--- src/rtl/seq_det_pkg.sv ---
// Shared definitions for the parameterised serial sequence detector:
// FSM state encoding and the pattern loaded at reset.
package seq_det_pkg;

    typedef enum logic [1:0] {
        IDLE  = 2'd0,
        FILL  = 2'd1,
        ARMED = 2'd2
    } state_t;

    localparam logic [4:0] SEQ_DEFAULT_PATTERN = 5'b10110;

endpackage

--- src/rtl/seq_detector_param_sat_counter.sv ---
// Saturating event counter; a clear wins over a simultaneous increment.
module sat_counter #(
    parameter int CNT_W = 8
) (
    input  logic             clk,
    input  logic             rst_n,
    input  logic             inc,
    input  logic             clr,
    output logic [CNT_W-1:0] count
);

    localparam logic [CNT_W-1:0] MAX = '1;

    always_ff @(posedge clk or negedge rst_n) begin
        if (!rst_n) begin
            count <= '0;
        end else if (clr) begin
            count <= '0;
        end else if (inc && count != MAX) begin
            count <= count + 1'b1;
        end
    end

endmodule

--- src/rtl/seq_detector_param.sv ---
// Serial pattern detector: W-bit sliding window compared against a loadable
// pattern, with optional overlap, registered match pulse and saturating count.
module seq_detector_param
    import seq_det_pkg::*;
#(
    parameter int             W               = 5,
    parameter int             CNT_W           = 8,
    parameter logic [W-1:0]   DEFAULT_PATTERN = W'(SEQ_DEFAULT_PATTERN)
) (
    input  logic             clk,
    input  logic             rst_n,
    input  logic             en,
    input  logic             din,
    input  logic             overlap,
    input  logic             cfg_load,
    input  logic [W-1:0]     cfg_pattern,
    input  logic             cnt_clr,
    output logic             match,
    output logic [CNT_W-1:0] match_cnt,
    output logic [1:0]       state
);

    if (W < 2 || W > 16 || CNT_W < 1) begin : g_bad_param
        $error("seq_detector_param: W must be 2..16 and CNT_W >= 1");
    end

    localparam int              FILL_W = $clog2(W + 1);
    localparam logic [FILL_W-1:0] FULL = FILL_W'(W);

    state_t              state_q, state_d;
    logic [W-1:0]        pattern_q, pattern_d;
    logic [W-1:0]        hist_q, hist_d;
    logic [FILL_W-1:0]   fill_q, fill_d;
    logic                match_q, match_d;

    logic [W-1:0]        hist_shift;
    logic [FILL_W-1:0]   fill_inc;
    logic                hit;

    always_ff @(posedge clk or negedge rst_n) begin
        if (!rst_n) begin
            state_q   <= IDLE;
            pattern_q <= DEFAULT_PATTERN;
            hist_q    <= '0;
            fill_q    <= '0;
            match_q   <= 1'b0;
        end else begin
            state_q   <= state_d;
            pattern_q <= pattern_d;
            hist_q    <= hist_d;
            fill_q    <= fill_d;
            match_q   <= match_d;
        end
    end

    always_comb begin
        hist_shift = {hist_q[W-2:0], din};
        fill_inc   = (fill_q == FULL) ? FULL : fill_q + 1'b1;
        // A load on the same edge discards din, so it can never complete a match.
        hit        = en && !cfg_load && (hist_shift == pattern_q) && (fill_inc == FULL);

        state_d    = state_q;
        pattern_d  = pattern_q;
        hist_d     = hist_q;
        fill_d     = fill_q;
        match_d    = 1'b0;

        if (cfg_load) begin
            pattern_d = cfg_pattern;
            hist_d    = '0;
            fill_d    = '0;
            state_d   = IDLE;
        end else if (en) begin
            hist_d  = hist_shift;
            match_d = hit;
            if (hit && !overlap) begin
                // Non-overlapping mode: the next W accepted bits form a fresh window.
                fill_d  = '0;
                state_d = FILL;
            end else begin
                fill_d  = fill_inc;
                state_d = (fill_inc == FULL) ? ARMED : FILL;
            end
        end
    end

    sat_counter #(
        .CNT_W (CNT_W)
    ) u_cnt (
        .clk   (clk),
        .rst_n (rst_n),
        .inc   (hit),
        .clr   (cnt_clr),
        .count (match_cnt)
    );

    assign match = match_q;
    assign state = state_q;

endmodule

--- config.mk ---
export PLATFORM = sky130hd
export DESIGN_NAME = seq_detector_param
export DESIGN_NICKNAME = d
export VERILOG_FILES = /design/src/rtl/seq_det_pkg.sv /design/src/rtl/seq_detector_param_sat_counter.sv /design/src/rtl/seq_detector_param.sv
export SDC_FILE = /design/constraint.sdc
export NUM_CORES = 1
export LEC_CHECK = 0
export BUFFER_PORTS_ARGS = -buffer_cell sky130_fd_sc_hd__buf_2
export CAP_MARGIN = 20
export CORE_UTILIZATION = 50
export CTS_CLUSTER_SIZE = 16
export DETAILED_ROUTE_END_ITERATION = 10
export PLACE_DENSITY = 0.75
export REMOVE_ABC_BUFFERS = 1
export SYNTH_ARGS = -nofsm -noshare
export SYNTH_HDL_FRONTEND = slang
export SYNTH_HIERARCHICAL = 1
export SYNTH_SLANG_ARGS = --single-unit
export TNS_END_PERCENT = 5
--- constraint.sdc ---
create_clock -name clk -period 2.7 [get_ports clk]
set_clock_uncertainty 0.05 [all_clocks]
set_input_delay 0.27 -clock clk [delete_from_list [all_inputs] [get_ports clk]]
set_output_delay 0.27 -clock clk [all_outputs]
set_load 0.05 [all_outputs]
# Yosys cells after proc, flatten, opt, wreduce, memory -nomap -nowiden

Index checks and enable logic that the tools add are counted.

$add $sub $neg: 2
Equal/unequal tests: 4
Muxes and demuxes: 14
Reductions and logical operators: 9

Operator list:

| kind                                        | count |
|---|---|
| 2-to-1 mux 8 bit                            | 2 |
| 2-to-1 mux 3 bit                            | 4 |
| adder 8 x 1 -> 8 bit, second input constant | 1 |
| 2-to-1 mux 2 bit                            | 4 |
| 2-to-1 mux 4 bit                            | 2 |
| != test 8 bit, second input constant        | 1 |
| equality test 3 bit, second input constant  | 2 |
| equality test 5 bit                         | 1 |
| logical AND 1 bit                           | 5 |
| nonzero test 2 bit                          | 2 |
| adder 3 x 1 -> 3 bit, second input constant | 1 |
| logical NOT 1 bit                           | 2 |
| 2-to-1 mux 1 bit                            | 2 |

Register bits after elaboration: 23
Input port bits: 12
Output and inout port bits: 11
Word-level logic and storage cells: 35

# Logic depth before layout (Yosys ltp)

Depth in word-level cells: 8
Gate-level depth with buffers: 8
Depth with buffers taken out: 6

# By module

Netlist, hierarchy kept.

By module, submodules not included:

| module             | times used | cells each | area each (um^2) | seq. area each (um^2) |
|---|---|---|---|---|
| seq_detector_param | 1          | 63         | 715.7            | 379.1 |
| sat_counter        | 1          | 49         | 464.2            | 200.2 |

# Worst setup path after synthesis

OpenSTA, ideal clock, no wires.

Kind: input port to flip-flop
Start point: in en
End point: reg u_cnt.count[7]
Data arrival time: 1,961 ps
Data required time: 2,556 ps
Setup slack: 595 ps
Stages on the path: 8
Buffers on the path: 2
Cell sequence: buf_6 > inv_2 > or4_4 > nor3_1 > buf_2 > nand3_1 > or3_1 > a211oi_1

Word-level cells in the longest chain between the ends: 5

RTL lines:

| item                            | RTL line                             | text |
|---|---|---|
| start: declaration              | seq_detector_param.sv:12             | `input logic en,` |
| logical AND 1 bit (3 in series) | seq_detector_param.sv:60             | `hit = en && !cfg_load && (hist_shift == pattern_q) && (fill_inc == FULL);` |
| net hit                         | seq_detector_param.sv:38             | `logic hit;` |
| logical AND 1 bit               | seq_detector_param_sat_counter.sv:19 | `end else if (inc && count != MAX) begin` |
| nonzero test 2 bit (no line)    | -                                    |  |
| end signal: assignment          | seq_detector_param_sat_counter.sv:20 | `count <= count + 1'b1;` |
| end: declaration                | seq_detector_param_sat_counter.sv:9  | `output logic [CNT_W-1:0] count` |

The timed path passes the listed nets, and every way through them passes these cells.
A chain may end at the register's enable or synchronous reset.

# Worst setup path after layout

Start point: reg fill_q[1]
End point: reg u_cnt.count[7]

Word-level cells in the longest chain between the ends: 6
Elaborated cells between the ends (all ways): 7
Classes of those cells: add/sub: 1; eq/ne: 2; mux: 1; reduce/logical: 3

RTL lines:

| item                                                               | RTL line                             | text |
|---|---|---|
| start: declaration                                                 | seq_detector_param.sv:33             | `logic [FILL_W-1:0] fill_q, fill_d;` |
| start signal: assignment                                           | seq_detector_param.sv:51             | `fill_q <= fill_d;` |
| adder 3 x 1 -> 3 bit / equality test 3 bit (equally long branches) | seq_detector_param.sv:58             | `fill_inc = (fill_q == FULL) ? FULL : fill_q + 1'b1;` |
| 2-to-1 mux 3 bit (*)                                               | seq_detector_param.sv:58             |  |
| equality test 3 bit (*)                                            | seq_detector_param.sv:60             |  |
| logical AND 1 bit (*)                                              | seq_detector_param.sv:60             |  |
| net hit                                                            | seq_detector_param.sv:38             |  |
| logical AND 1 bit (*)                                              | seq_detector_param_sat_counter.sv:19 |  |
| nonzero test 2 bit (no line) (*)                                   | -                                    |  |

Mark *: on every way through the listed nets, which the timed path passes. The rest lies on a longest branch.

==> results.cfg <==
[run_status]
status = finished, final reports clean

[clocking]
cts_tree = yes
htree_levels = 1
cts-buffers-inserted = 3
cts_root_buf = clkbuf_4
clk_latency_ps = 310
path_clk_slew_ps = 120
cts_sinks = 23
clockBufferDepth = 2

[timing]
relSlewSlack = 0.658
fin_crit_sh = 0.872
hold_viol_final = 0
report.final.slew_viol_count = 0
setup_tns_ps = 0
period_needed_ps = 2350
fmax_ghz = 0.425
setup_viol = 0
worst_slack_ps = 345
worstMarginPinSlew_ps = 513
rsz0062_at_grt = no

[detailed_routing]
drt_first_pass_iters = 4
ant_nets = 0
drc = 0
vias = 924
via_per_inst = 5.60
drtIter0Drc = 14
drt-wirelength-per-cell_um = 13.4
wirelength_mm = 2.21

[worst_setup_path]
ff2ff_setup_slack_ps = 350
reg2reg_depth = 5
crit_fanout = 7
worstSetupStartpointType = flip-flop
endpoint_kind = flip-flop
worstPathArrival_ps = 2530
criticalPathCategory = reg -> reg
worst-endpoint-required_ps = 2880

[global_routing]
grt_pass1_vias = 901
grt_max_degree = 24
grtUsageTotal = 0.204
grt_pass1_wl_mm = 3.88
antenna_found_initial = 0
globalRouteOverflowTotal = 0

[layout]
diodes = 0
drive_above_1_share = 0.307
synthToLayoutAreaGrowth_pct = 14.6
fin_nets = 151
fillerInstances = 193

[min_path]
hold_path_class = in -> reg
min_path_cells = 2

[floorplan]
die_height_um = 50.6
core_um2 = 2210
rows = 17
initial_utilization = 0.533
die-width_um = 50.6
io_pins = 23
fp.dieArea_um2 = 2560

[synthesis]
synth_xor_area_frac = 0.0371
synth_top_cell_area_share = 0.424
synth_area_um2 = 1180
avgSynthCellArea_um2 = 10.5
async_reset_ff_frac = 1.00
yosysWarnings = 6
synthTopCellsByArea = dfrtp_1 42%, dfstp_2 6.7%, mux2_2 6.7%, mux2i_1 4.2%, xnor2_1 3.7%
yosysTopAreaCell = dfrtp_1
synth_commonest_cells = 20 x dfrtp_1, 11 x nor2_1, 8 x nor3_1
yosysMostFrequentCell = dfrtp_1
yosys.area_share.simple = 0.226
synth_flop_cell = dfrtp_1
synthAdderAreaFrac = 0.0106
synth-compound-area-share = 0.0933
synth_edf_count = 0
synth_top_family_by_area = simple AND/OR/NAND/NOR gates
ys_seq_area_frac = 0.491
synthMuxAreaShare = 0.109
syn_inst = 112
ys_seq_elements = 23
synth.distinct_cells = 37

[place]
dp_slack_ps = 296
place.gp.congestion = 0.852
portBuffers = 22
hpwlAfterDp_mm = 1.58

[job]
max-cap-violations = 0

[pwr]
powerDensity_nw_per_um2 = 445
power_leakage_nw = 0.614
max-vdd-ir-drop_mv = 0.408
-- power breakdown --
group	switching [mW]	internal (mW)	leakage [nW]
clock network	0.0999	0.0577	0.0150
logic	0.0401	0.0318	0.296
registers	0.0115	0.361	0.303
total	0.151	0.450	0.614
-- cell type report --
type / count / area (um2) / share of cell area
Tap cell: 28 / 35.0 / 0.0259
Sequential cell: 23 / 579 / 0.428
Multi-Input combinational cell: 81 / 562 / 0.415
Inverter: 4 / 15.0 / 0.0111
Clock buffer: 4 / 26.3 / 0.0194
Timing Repair Buffer: 25 / 135 / 0.0999
-- final timing paths --
| kind | startpoint | endpoint |
|---|---|---|
| worst min register to register | state[1] | state[1] |
| max in group asynchronous | rst_n | pattern_q[2] |
| min in group asynchronous | rst_n | state[1] |
| worst min-delay path | cfg_pattern[0] | pattern_q[0] |
| worst max register to register | fill_q[1] | u_cnt/count[7] |
| worst max-delay path | fill_q[1] | u_cnt/count[7] |
-- cells in the final DEF (no fill, tap or decap), drive strengths merged --
cell / count
nor4b: 1
nand2b: 3
dlygate4sd3: 1
a21oi: 6
or4: 1
xnor2: 5
a211oi: 1
and4: 2
a21boi: 1
mux2i: 5
nand2: 6
nor2b: 3
mux2: 7
nand4: 2
a41oi: 1
o41a: 1
buf: 24
nand3b: 1
and3: 1
dfstp: 3
nor4: 1
a31oi: 2
ha: 1
dfrtp: 20
a311oi: 1
clkbuf: 4
or3: 1
a2111oi: 1
inv: 4
nor3b: 1
o21ai: 3
nor2: 11
nor3: 8
nand3: 4
-- repair_timing --
action,in CTS,in global routing
hold buffers,1,0
hold endpoints to repair,20,0
gates resized for setup,0,0
setup buffers,0,0
-- flip-flops by register name, indices dropped and copies added, names as in the netlist --
register	cells
fill_q	3
hist_q	4
match	1
pattern_q	5
state	2
u_cnt/count	8
-- worst max-delay path, stage by stage (launching register included) --
cell	delay, ps
dfrtp_1	460
or4_4	540
nor3_1	450
nand3_1	220
or3_1	340
a211oi_1	220
-- cell families after synthesis --
kind of cell             after synthesis
adder cells (fa/ha/maj)                1
AO/OA/AOI/OAI                         17
multiplexers                          12
buffers and inverters                  8
AND/OR/NAND/NOR                       46
XOR/XNOR                               5
flip-flops                            23
-- per-stage QoR --
stage	utilization	total power [mW]	instances	hold WS [ps]	cell area (um2)
4_1_cts	0.611	0.609	165	131	1350
5_1_grt	0.611	0.633	165	123	1350
2_1_floorplan	-	0.417	108	-75.6	1160
6_report	0.611	0.602	165	138	1350
3_3_place_gp	0.595	0.447	160	220	1320
3_5_place_dp	0.595	0.449	160	225	1320
-- per-layer routing --
metal / global-route usage / share of wire
met1: 0.271 / 0.48
met2: 0.320 / 0.47
met3: 0.0364 / 0.040
met4: 0.0972 / 0.0072
met5: 0 / 0
(Power assumes the default switching activity.)
